## src/rtl/gpu_isa_pkg.sv

```systemverilog
// Shared ISA definitions for the 36-bit draw-instruction interface.
// Latency: n/a (types, constants and a combinational pack helper only).
// Backpressure: n/a.
package gpu_isa_pkg;

    typedef enum logic [1:0] {
        OP_LD   = 2'b00,
        OP_RD   = 2'b01,
        OP_CD   = 2'b10,
        OP_DISP = 2'b11
    } op_e;

    // Raster ALU function codes, one per opcode (MSB set marks a draw unit op).
    localparam logic [2:0] ALU_LD   = 3'b100;
    localparam logic [2:0] ALU_RD   = 3'b101;
    localparam logic [2:0] ALU_CD   = 3'b110;
    localparam logic [2:0] ALU_DISP = 3'b111;

    localparam int INSTR_W = 36;
    localparam int X_W     = 9;
    localparam int Y_W     = 8;
    localparam int OP_LSB  = 34;
    localparam int X1_LSB  = 25;
    localparam int Y1_LSB  = 17;
    localparam int X2_LSB  = 8;
    localparam int Y2_LSB  = 0;

    localparam int X_MAX_DEF = 319;
    localparam int Y_MAX_DEF = 239;

    // DISP with all-zero coordinates doubles as the bubble word.
    localparam logic [INSTR_W-1:0] IDLE_WORD_DEF = 36'hC_0000_0000;

    typedef struct packed {
        op_e            op;
        logic [X_W-1:0] x1;
        logic [Y_W-1:0] y1;
        logic [X_W-1:0] x2;
        logic [Y_W-1:0] y2;
    } instr_t;

    function automatic logic [INSTR_W-1:0] pack_instr(
        input logic [1:0]     op,
        input logic [X_W-1:0] x1,
        input logic [Y_W-1:0] y1,
        input logic [X_W-1:0] x2,
        input logic [Y_W-1:0] y2
    );
        logic [INSTR_W-1:0] w;
        w                  = '0;
        w[OP_LSB +: 2]     = op;
        w[X1_LSB +: X_W]   = x1;
        w[Y1_LSB +: Y_W]   = y1;
        w[X2_LSB +: X_W]   = x2;
        w[Y2_LSB +: Y_W]   = y2;
        return w;
    endfunction

endpackage

```

## src/rtl/cmd_fifo.sv

```systemverilog
// Generic DEPTH x WIDTH synchronous FIFO with first-word fall-through head.
// Latency: a push at edge N is visible on head_dat/level after edge N.
// Backpressure: push ignored when full unless a pop happens on the same edge.
module cmd_fifo #(
    parameter int WIDTH = 36,
    parameter int DEPTH = 4
) (
    input  logic                     clk,
    input  logic                     reset,
    input  logic                     push,
    input  logic [WIDTH-1:0]         push_dat,
    input  logic                     pop,
    output logic [WIDTH-1:0]         head_dat,
    output logic                     full,
    output logic                     empty,
    output logic [$clog2(DEPTH):0]   level
);

    localparam int AW = $clog2(DEPTH);
    localparam int LW = AW + 1;

    logic [WIDTH-1:0] mem [DEPTH];
    logic [AW-1:0]    wr_ptr;
    logic [AW-1:0]    rd_ptr;
    logic [LW-1:0]    cnt;
    logic             do_push;
    logic             do_pop;

    // Qualify requests: a pop frees the slot a simultaneous push needs when full.
    always_comb begin
        do_pop  = pop && !empty;
        do_push = push && (!full || do_pop);
    end

    // Storage array; no reset needed because level gates every read.
    always_ff @(posedge clk) begin
        if (do_push) begin
            mem[wr_ptr] <= push_dat;
        end
    end

    // Pointers wrap naturally at the power-of-two depth; count tracks occupancy.
    always_ff @(posedge clk or posedge reset) begin
        if (reset) begin
            wr_ptr <= '0;
            rd_ptr <= '0;
            cnt    <= '0;
        end else begin
            if (do_push) begin
                wr_ptr <= wr_ptr + 1'b1;
            end
            if (do_pop) begin
                rd_ptr <= rd_ptr + 1'b1;
            end
            if (do_push && !do_pop) begin
                cnt <= cnt + 1'b1;
            end else if (do_pop && !do_push) begin
                cnt <= cnt - 1'b1;
            end
        end
    end

    assign head_dat = mem[rd_ptr];
    assign full     = (cnt == LW'(DEPTH));
    assign empty    = (cnt == '0);
    assign level    = cnt;

endmodule

```

## src/rtl/instruction_encoder.sv

```systemverilog
// Clamps and packs draw commands into ISA words, queues them, issues one at a time.
// Latency: command accepted at edge N into an idle empty block issues at edge N+1.
// Backpressure: cmd_ready = !full; draw ops hold the bus until exec_done or watchdog.
module instruction_encoder
    import gpu_isa_pkg::*;
#(
    parameter int                 DEPTH     = 4,
    parameter int                 X_MAX     = X_MAX_DEF,
    parameter int                 Y_MAX     = Y_MAX_DEF,
    parameter int                 TIMEOUT   = 4096,
    parameter logic [INSTR_W-1:0] IDLE_WORD = IDLE_WORD_DEF
) (
    input  logic                     clk,
    input  logic                     reset,
    input  logic                     cmd_valid,
    output logic                     cmd_ready,
    input  logic [1:0]               cmd_op,
    input  logic [X_W-1:0]           cmd_x1,
    input  logic [Y_W-1:0]           cmd_y1,
    input  logic [X_W-1:0]           cmd_x2,
    input  logic [Y_W-1:0]           cmd_y2,
    output logic [INSTR_W-1:0]       instruction,
    output logic                     instr_valid,
    input  logic                     exec_done,
    output logic                     busy,
    output logic [$clog2(DEPTH):0]   fifo_level,
    output logic                     err_range,
    output logic                     err_timeout
);

    localparam int WD_W = (TIMEOUT > 1) ? $clog2(TIMEOUT) : 1;

    typedef enum logic [1:0] {
        S_IDLE,
        S_BUBBLE,
        S_WAIT_DONE
    } state_e;

    state_e             state;
    state_e             state_nxt;
    logic [INSTR_W-1:0] enc_word;
    logic [INSTR_W-1:0] fifo_head;
    logic [INSTR_W-1:0] last_word;
    instr_t             head_s;
    logic [X_W-1:0]     x1_c;
    logic [X_W-1:0]     x2_c;
    logic [Y_W-1:0]     y1_c;
    logic [Y_W-1:0]     y2_c;
    logic               clamped;
    logic               push;
    logic               pop;
    logic               issue;
    logic               load_bubble;
    logic               wd_abort;
    logic               wd_expired;
    logic               fifo_full;
    logic               fifo_empty;
    logic [WD_W-1:0]    wd_cnt;

    // Clamp coordinates to the screen and pack; DISP carries no coordinates.
    always_comb begin
        x1_c    = (cmd_x1 > X_W'(X_MAX)) ? X_W'(X_MAX) : cmd_x1;
        x2_c    = (cmd_x2 > X_W'(X_MAX)) ? X_W'(X_MAX) : cmd_x2;
        y1_c    = (cmd_y1 > Y_W'(Y_MAX)) ? Y_W'(Y_MAX) : cmd_y1;
        y2_c    = (cmd_y2 > Y_W'(Y_MAX)) ? Y_W'(Y_MAX) : cmd_y2;
        clamped = (cmd_x1 > X_W'(X_MAX)) || (cmd_x2 > X_W'(X_MAX)) ||
                  (cmd_y1 > Y_W'(Y_MAX)) || (cmd_y2 > Y_W'(Y_MAX));
        if (cmd_op == OP_DISP) begin
            x1_c    = '0;
            x2_c    = '0;
            y1_c    = '0;
            y2_c    = '0;
            clamped = 1'b0;
        end
        enc_word = pack_instr(cmd_op, x1_c, y1_c, x2_c, y2_c);
    end

    assign cmd_ready = !fifo_full;
    assign push      = cmd_valid && cmd_ready;
    assign head_s    = instr_t'(fifo_head);

    cmd_fifo #(
        .WIDTH (INSTR_W),
        .DEPTH (DEPTH)
    ) u_cmd_fifo (
        .clk      (clk),
        .reset    (reset),
        .push     (push),
        .push_dat (enc_word),
        .pop      (pop),
        .head_dat (fifo_head),
        .full     (fifo_full),
        .empty    (fifo_empty),
        .level    (fifo_level)
    );

    assign wd_expired = (TIMEOUT != 0) && (wd_cnt == WD_W'(TIMEOUT - 1));

    // Issue sequencing: repeated words get an IDLE_WORD bubble so the decoder sees a change.
    always_comb begin
        state_nxt   = state;
        pop         = 1'b0;
        issue       = 1'b0;
        load_bubble = 1'b0;
        wd_abort    = 1'b0;
        case (state)
            S_IDLE: begin
                if (!fifo_empty) begin
                    if (fifo_head != last_word) begin
                        pop   = 1'b1;
                        issue = 1'b1;
                    end else begin
                        load_bubble = 1'b1;
                        state_nxt   = S_BUBBLE;
                    end
                end
            end
            S_BUBBLE: begin
                pop   = 1'b1;
                issue = 1'b1;
            end
            S_WAIT_DONE: begin
                if (exec_done) begin
                    state_nxt = S_IDLE;
                end else if (wd_expired) begin
                    wd_abort  = 1'b1;
                    state_nxt = S_IDLE;
                end
            end
            default: state_nxt = S_IDLE;
        endcase
        // The decoder never acknowledges DISP, so only draw ops wait.
        if (issue) begin
            state_nxt = (head_s.op == OP_DISP) ? S_IDLE : S_WAIT_DONE;
        end
    end

    // State register.
    always_ff @(posedge clk or posedge reset) begin
        if (reset) begin
            state <= S_IDLE;
        end else begin
            state <= state_nxt;
        end
    end

    // Watchdog counts consecutive cycles spent waiting for exec_done.
    always_ff @(posedge clk or posedge reset) begin
        if (reset) begin
            wd_cnt <= '0;
        end else if (state == S_WAIT_DONE && state_nxt == S_WAIT_DONE) begin
            wd_cnt <= wd_cnt + 1'b1;
        end else begin
            wd_cnt <= '0;
        end
    end

    // Registered bus, strobes and last-issued word; an abort forgets the last word.
    always_ff @(posedge clk or posedge reset) begin
        if (reset) begin
            instruction <= IDLE_WORD;
            last_word   <= IDLE_WORD;
            instr_valid <= 1'b0;
            err_range   <= 1'b0;
            err_timeout <= 1'b0;
        end else begin
            instr_valid <= issue;
            err_range   <= push && clamped;
            err_timeout <= wd_abort;
            if (issue) begin
                instruction <= fifo_head;
                last_word   <= fifo_head;
            end else if (load_bubble) begin
                instruction <= IDLE_WORD;
            end
            if (wd_abort) begin
                last_word <= IDLE_WORD;
            end
        end
    end

    assign busy = !fifo_empty || (state != S_IDLE);

endmodule

```

## config.mk

```make
export PLATFORM = sky130hd
export DESIGN_NAME = instruction_encoder
export DESIGN_NICKNAME = d
export VERILOG_FILES = /design/src/rtl/gpu_isa_pkg.sv /design/src/rtl/cmd_fifo.sv /design/src/rtl/instruction_encoder.sv
export SDC_FILE = /design/constraint.sdc
export NUM_CORES = 1
export LEC_CHECK = 0
export CAP_MARGIN = 25
export CORE_MARGIN = 8
export CORE_UTILIZATION = 62
export CTS_CLUSTER_DIAMETER = 150
export DETAILED_ROUTE_END_ITERATION = 8
export PLACE_DENSITY = 0.87
export SYNTH_ARGS = -nofsm -noshare
export SYNTH_HDL_FRONTEND = slang
export SYNTH_SLANG_ARGS = --single-unit
```

## constraint.sdc

```tcl
create_clock -name clk -period 7.1 [get_ports clk]
set_clock_uncertainty 0.1 [all_clocks]
set_input_delay 1.065 -clock clk [delete_from_list [all_inputs] [get_ports clk]]
set_output_delay 1.065 -clock clk [all_outputs]
set_load 0.1 [all_outputs]
```

## After elaboration in Yosys (flattened, before gate mapping)

Memories as Yosys holds them, arrays and structs flattened.
Index checks and enable logic that the tools add are counted.

- Bits in writable memories: 144
- Memories kept: 1
- Logic and storage cells: 84
- Output and inout bits: 44
- Bits in registers: 96

- Reduce and logical (&&, ||, !) cells: 22
- Mux-type cells: 34
- Eq/ne operators: 8
- Order comparisons: 4
- $add $sub $neg: 5

Memories:

| name | depth | bits a word | read ports | clocked after Yosys merged registers in | wr ports | line | RTL |
|---|---|---|---|---|---|---|---|
| u_cmd_fifo.mem | 4 | 36 | 1 | 0 | 1 | cmd_fifo.sv:22 | `logic [WIDTH-1:0] mem [DEPTH];` |

Operators with widths:

| kind | number |
|---|---|
| $mux W36 | 4 |
| $mux W9 | 4 |
| $ne A36 B36 Y1 | 1 |
| $mux W8 | 4 |
| $gt A9 B9 Y1 const B | 2 |
| $gt A8 B8 Y1 const B | 2 |
| $add A12 B1 Y12 const B | 1 |
| $eq A12 B12 Y1 const B | 1 |
| $mux W12 | 1 |
| $mux W2 | 6 |
| $mux W1 | 11 |
| $eq A2 B2 Y1 const B | 4 |
| $reduce_bool A2 Y1 | 4 |
| $logic_and A1 B1 Y1 | 7 |
| $mux W3 | 2 |
| $pmux W2 S3 | 1 |
| $logic_or A1 B1 Y1 | 5 |
| $add A2 B1 Y2 const B | 2 |
| $logic_not A1 Y1 | 4 |
| $add A3 B1 Y3 const B | 1 |
| $eq A3 B3 Y1 const B | 1 |
| $logic_not A3 Y1 | 1 |
| $sub A3 B1 Y3 const B | 1 |
| $eq A2 B1 Y1 const B | 1 |
| 2 further kinds | 2 |

## Logic depth before layout (Yosys ltp)

An unclocked memory read counts as a cell.

- Word-level depth: 12
- Gate-level depth with buffers: 14
- Gate-level depth less buffers: 12

## Cells and area by module

Synthesis repeated with hierarchy kept, for this count alone.

- Cells, all modules: 683
- Area total of the unflattened synthesis: 9924.5 um2

By module, submodules not included:

| module | cells an instance | seq. area each (um2) | times used | area each (um2) |
|---|---|---|---|---|
| cmd_fifo | 224 | 4499.3 | 1 | 5636.7 |
| instruction_encoder | 459 | 2232.1 | 1 | 4287.9 |

## Least setup slack after synthesis

OpenSTA, ideal clock, no wires.

- Path kind: register to register
- Start: register u_cmd_fifo.cnt[2], in the netlist u_cmd_fifo.level[2]
- End: register u_cmd_fifo.cnt[1], in the netlist u_cmd_fifo.level[1]
- Stages on the path, launching flop included: 8
- Arrival: 3.307 ns
- Data required time: 6.874 ns
- Setup time: 0.126 ns
- Buffers on the path: 1
- Path slack: 3.567 ns
- Cell sequence: dfrtp_1 nand2_1 and2_1 clkbuf_1 ha_1 inv_1 fa_1 mux2_2

- Elaborated cells on any way between the ends: 16
- Those cells by class: eq/ne (1); mux (3); reduce/logical (12)

RTL lines:

| element | line | RTL |
|---|---|---|
| from (decl) | cmd_fifo.sv:25 | `logic [LW-1:0] cnt;` |
| from (signal assigned) | cmd_fifo.sv:56 | `cnt <= cnt + 1'b1;` |
| from (signal assigned) | cmd_fifo.sv:58 | `cnt <= cnt - 1'b1;` |
| $eq A3 B3 Y1 (*) | cmd_fifo.sv:64 | `assign full = (cnt == LW'(DEPTH));` |
| $logic_not A1 Y1 (*) | instruction_encoder.sv:78 | `assign cmd_ready = !fifo_full;` |
| via cmd_ready | instruction_encoder.sv:16 | `output logic cmd_ready,` |
| $logic_and A1 B1 Y1 or $logic_or A1 B1 Y1 (tied branches) | instruction_encoder.sv:79, cmd_fifo.sv:32 |  |
| $logic_and A1 B1 Y1 (*) | cmd_fifo.sv:32 | `do_push = push && (!full \|\| do_pop);` |
| via u_cmd_fifo.do_push | cmd_fifo.sv:26 | `logic do_push;` |
| $logic_not A1 Y1 | cmd_fifo.sv:57 | `end else if (do_pop && !do_push) begin` |
| $logic_and A1 B1 Y1 | cmd_fifo.sv:57 |  |
| $reduce_bool A2 Y1 (no line) | -- |  |

Mark *: on every way through the listed nets, which the timed path passes. The rest lies on a longest branch.
A chain may end at the register's enable or synchronous reset.

## Worst setup path after layout

- Start: register u_cmd_fifo.rd_ptr[0]
- End: register u_cmd_fifo.cnt[2], in the netlist u_cmd_fifo.level[2]

- Cells in the longest elaborated chain, start to end: 11
- Elaborated cells on any way between the ends: 14
- Those cells by class: eq/ne (1); mux (4); reduce/logical (8); memory (1)

RTL lines:

| element | line | RTL |
|---|---|---|
| from (decl) | cmd_fifo.sv:24 | `logic [AW-1:0] rd_ptr;` |
| from (signal assigned) | cmd_fifo.sv:53 | `rd_ptr <= rd_ptr + 1'b1;` |
| $mem_v2 Z4 W36 (*) | -- |  |
| $ne A36 B36 Y1 (*) | instruction_encoder.sv:109 | `if (fifo_head != last_word) begin` |
| $mux W1 (*) | instruction_encoder.sv:109 |  |
| $mux W1 (*) | instruction_encoder.sv:108 | `if (!fifo_empty) begin` |
| $pmux W1 S2 (*) | instruction_encoder.sv:106 | `case (state)` |
| $logic_and A1 B1 Y1 (*) | cmd_fifo.sv:31 | `do_pop = pop && !empty;` |
| $logic_or A1 B1 Y1 | cmd_fifo.sv:32 |  |
| $logic_and A1 B1 Y1 | cmd_fifo.sv:32 |  |
| $logic_not A1 Y1 | cmd_fifo.sv:57 |  |
| $logic_and A1 B1 Y1 | cmd_fifo.sv:57 |  |
| $reduce_bool A2 Y1 (no line) | -- |  |

Every way passes the cells marked *; elsewhere a longest branch is shown, timed or not.

==> flow_summary.toml <==
[outcome]
status = "completed"

[clock_network]
clkLatencyLatePin_ps = 520
clkTransAtPathRegs_ps = 70
cts_setup_buffers = 0
clockBufferDepth = 3
cts_sinks = 240
htree_levels = 1
cts-root-buf = "clkbuf_16"
cts_tree = "done"
numCtsBuffers = 23
hold_buffers = 0
ctsResizeCount = 0

[die]
initial_core_util_pct = 62.7
num_rows = 46
core_um2 = 15700
die_h_um = 142
pin_count = 84
die_area_um2 = 20100
die_w_um = 142

[route]
routedWlPerCell_um = 22.5
first_iter_violations = 562
drtAntennaViolNets = 0
first_pass_iters = 4
avgViaCountPerCell = 6.03
num_vias = 6081
drc_errors = 0
wirelength_um = 22600

[pwr]
intPower_w = 0.00348
seq_power_share_pct = 35.2
switchingPower_w = 0.00264
p_per_area_nw_per_um2 = 528
p_clk_share_pct = 19.7
pwr-share-comb_pct = 45.1
ir_worst_vdd_uv = 291
power.share.switching_pct = 43.2
leakagePower_nw = 4.48

[synthesis]
netlist_top_cells_count = "144 x edfxtp_1, 101 x nand2_1, 92 x dfrtp_1"
yosysUniqueCellTypes = 38
avgSynthCellArea_um2 = 14.2
syn_area_um2 = 9820
synthCells = 691
synth_top_area_cell = "edfxtp_1"
ys_seq_area_share_pct = 68.6
yosysWarnings = 0
synth.most_common_cell = "edfxtp_1"
synth_nets = 738
yosys.area.top_type_share_pct = 44.0
synth_area_leaders = "edfxtp_1 44%, dfrtp_1 23%, mux4_2 7.3%"
yosys_register_bits = 240
synthFlopType = "edfxtp_1"
async_flop_share_pct = 40.0
synth_edf_count = 144

[grt]
gr-total-overflow = 0
antenna_found_initial = 0
grt_pass1_vias = 6454
grt_max_degree = 50
grt_pass1_wl_um = 36000
grtUsageTotal_pct = 23.3

[critical_path]
rrSetupSlack_ps = 2830
cp_slowest_cell = "mux4_2"
end_kind = "flop"
worstPathArrival_ps = 4580
r2r-start = "u_cmd_fifo.rd_ptr[0]"
critical_path_required_ps = 7410
crit_path_start = "u_cmd_fifo.rd_ptr[0]"
crit_fanout = 38
crit_chain = "buf_4 -> mux4_2 -> xnor2_1 -> nand4_1 -> nor4_4 -> nand3_1 -> o21ai_1 -> ha_1 -> inv_1 -> fa_1 -> xor2_1 -> nor2_1 -> xor2_1"
crit_path_start_kind = "flop"
r2r_cells = 13
crit_top_cell = "xor2_1"
critPathMaxStageDelay_ps = 630
crit_type = "flop to flop"
r2r-end = "u_cmd_fifo.level[2]"
cp-endpoint = "u_cmd_fifo.level[2]"

[timing]
max_freq_ghz = 0.234
finalHoldViolCount = 0
rsz0062_at_grt = "false"
drv_slew = 0
period_needed_ps = 4270
tightest_slew_ps = 1010
relSlewSlack_pct = 32.4
setup_viol = 0
fin_tns_setup_ps = 0
period_share_pct = 60.1

[placement]
dp_cells = 965
dp_hpwl_um = 14400
gp_congestion = 0.815
io_buffers = 83

[job]
drv_cap = 0

[finish]
layout.area.seq_um2 = 6730
multi_input_area_um2 = 2890
drive_gt1_share_pct = 12.6
area_growth_pct = 18.1
num_antenna_cells = 0
final_util_pct = 74.1
fillers = 925
finalNonFillerCells = 1008
nets = 822

[hold_path]
hold_path.class = "flop to flop"
[cells by family after synthesis]
group                    Yosys count  share of synthesized area, %
AO/OA/AOI/OAI                     84                          4.82
adder cells (fa/ha/maj)            7                         0.969
XOR/XNOR                          52                          4.64
multiplexers                      45                          8.73
buffers and inverters             42                          2.08
AND/OR/NAND/NOR                  221                          10.2
flip-flops                       240                          68.6
[registers in the layout (all words and copies together) (netlist names)]
signal	count
u_cmd_fifo.rd_ptr	2
wd_cnt	12
u_cmd_fifo.level	3
err_range	1
state	2
u_cmd_fifo.wr_ptr	2
u_cmd_fifo.mem	144
instruction	36
err_timeout	1
instr_valid	1
last_word	36
[metrics by stage]
stage                     hold slack, ps  setup slack (ps)  area [µm²]  power (W)
after floorplan                      347              3440        9820    0.00420
after global placement               362              3070       10800    0.00477
after detailed placement             366              2890       10800    0.00489
after CTS                            381              2790       11600    0.00613
after global routing                 409              2540       11600    0.00637
final                                381              2830       11600    0.00612
[critical path, delay by kind of cell (launching register included)]
family	cells	cell delay (ps)
fa+ha+maj	2	600
compound gates	1	230
buf+inv	2	650
simple gates	4	1020
xor+xnor	3	570
mux	1	630
flops	1	340
[metal layers]
| metal | GRT usage (%) | wire length [µm] |
|---|---|---|
| met5 | 0 | 0 |
| met4 | 7.01 | 493 |
| met3 | 4.81 | 1900 |
| met2 | 38.2 | 11200 |
| met1 | 31.0 | 9060 |
[area by class of cell]
| cell class | instances | share of cell area [%] |
|---|---|---|
| Clock buffer | 29 | 5.70 |
| Clock inverter | 13 | 0.777 |
| Inverter | 8 | 0.280 |
| Multi-Input combinational cell | 409 | 24.9 |
| Sequential cell | 240 | 58.0 |
| Tap cell | 216 | 2.33 |
| Timing Repair Buffer | 93 | 7.98 |
[power by group through the flow]
| stage | combinational [W] | clock (W) | sequential [W] |
|---|---|---|---|
| 6_report | 0.00276 | 0.00121 | 0.00215 |
| 2_1_floorplan | 0.00127 | 0 | 0.00294 |
| 3_5_place_dp | 0.00273 | 0 | 0.00216 |
| 4_1_cts | 0.00277 | 0.00121 | 0.00215 |
| 5_1_grt | 0.00292 | 0.00127 | 0.00218 |
| 3_3_place_gp | 0.00264 | 0 | 0.00213 |
[worst min path at each step]
stage | start | endpoint | slack [ps] | cells past startpoint
finish | instruction[32] | instruction[32] | 380 | 2
global route | instruction[30] | instruction[30] | 410 | 1
CTS | instruction[22] | instruction[22] | 380 | 2
detailed placement | instruction[22] | instruction[22] | 370 | 2
global placement | instruction[19] | instruction[19] | 360 | 2
floorplan | wd_cnt[0] | wd_cnt[0] | 350 | 1
[layout by cell type (no fill, tap or decap), types with 11 or more instances in the layout]
master and count:
edfxtp_1 144, nand2_1 101, dfrtp_1 91, clkdlybuf4s50_1 83, nor2_1 63, o21ai_1 41, xnor2_1 40, mux4_2 32
clkbuf_16 25, o21ai_0 24, xor2_1 12, and2_1 11
Note: power is estimated with default switching activity, not from simulation.
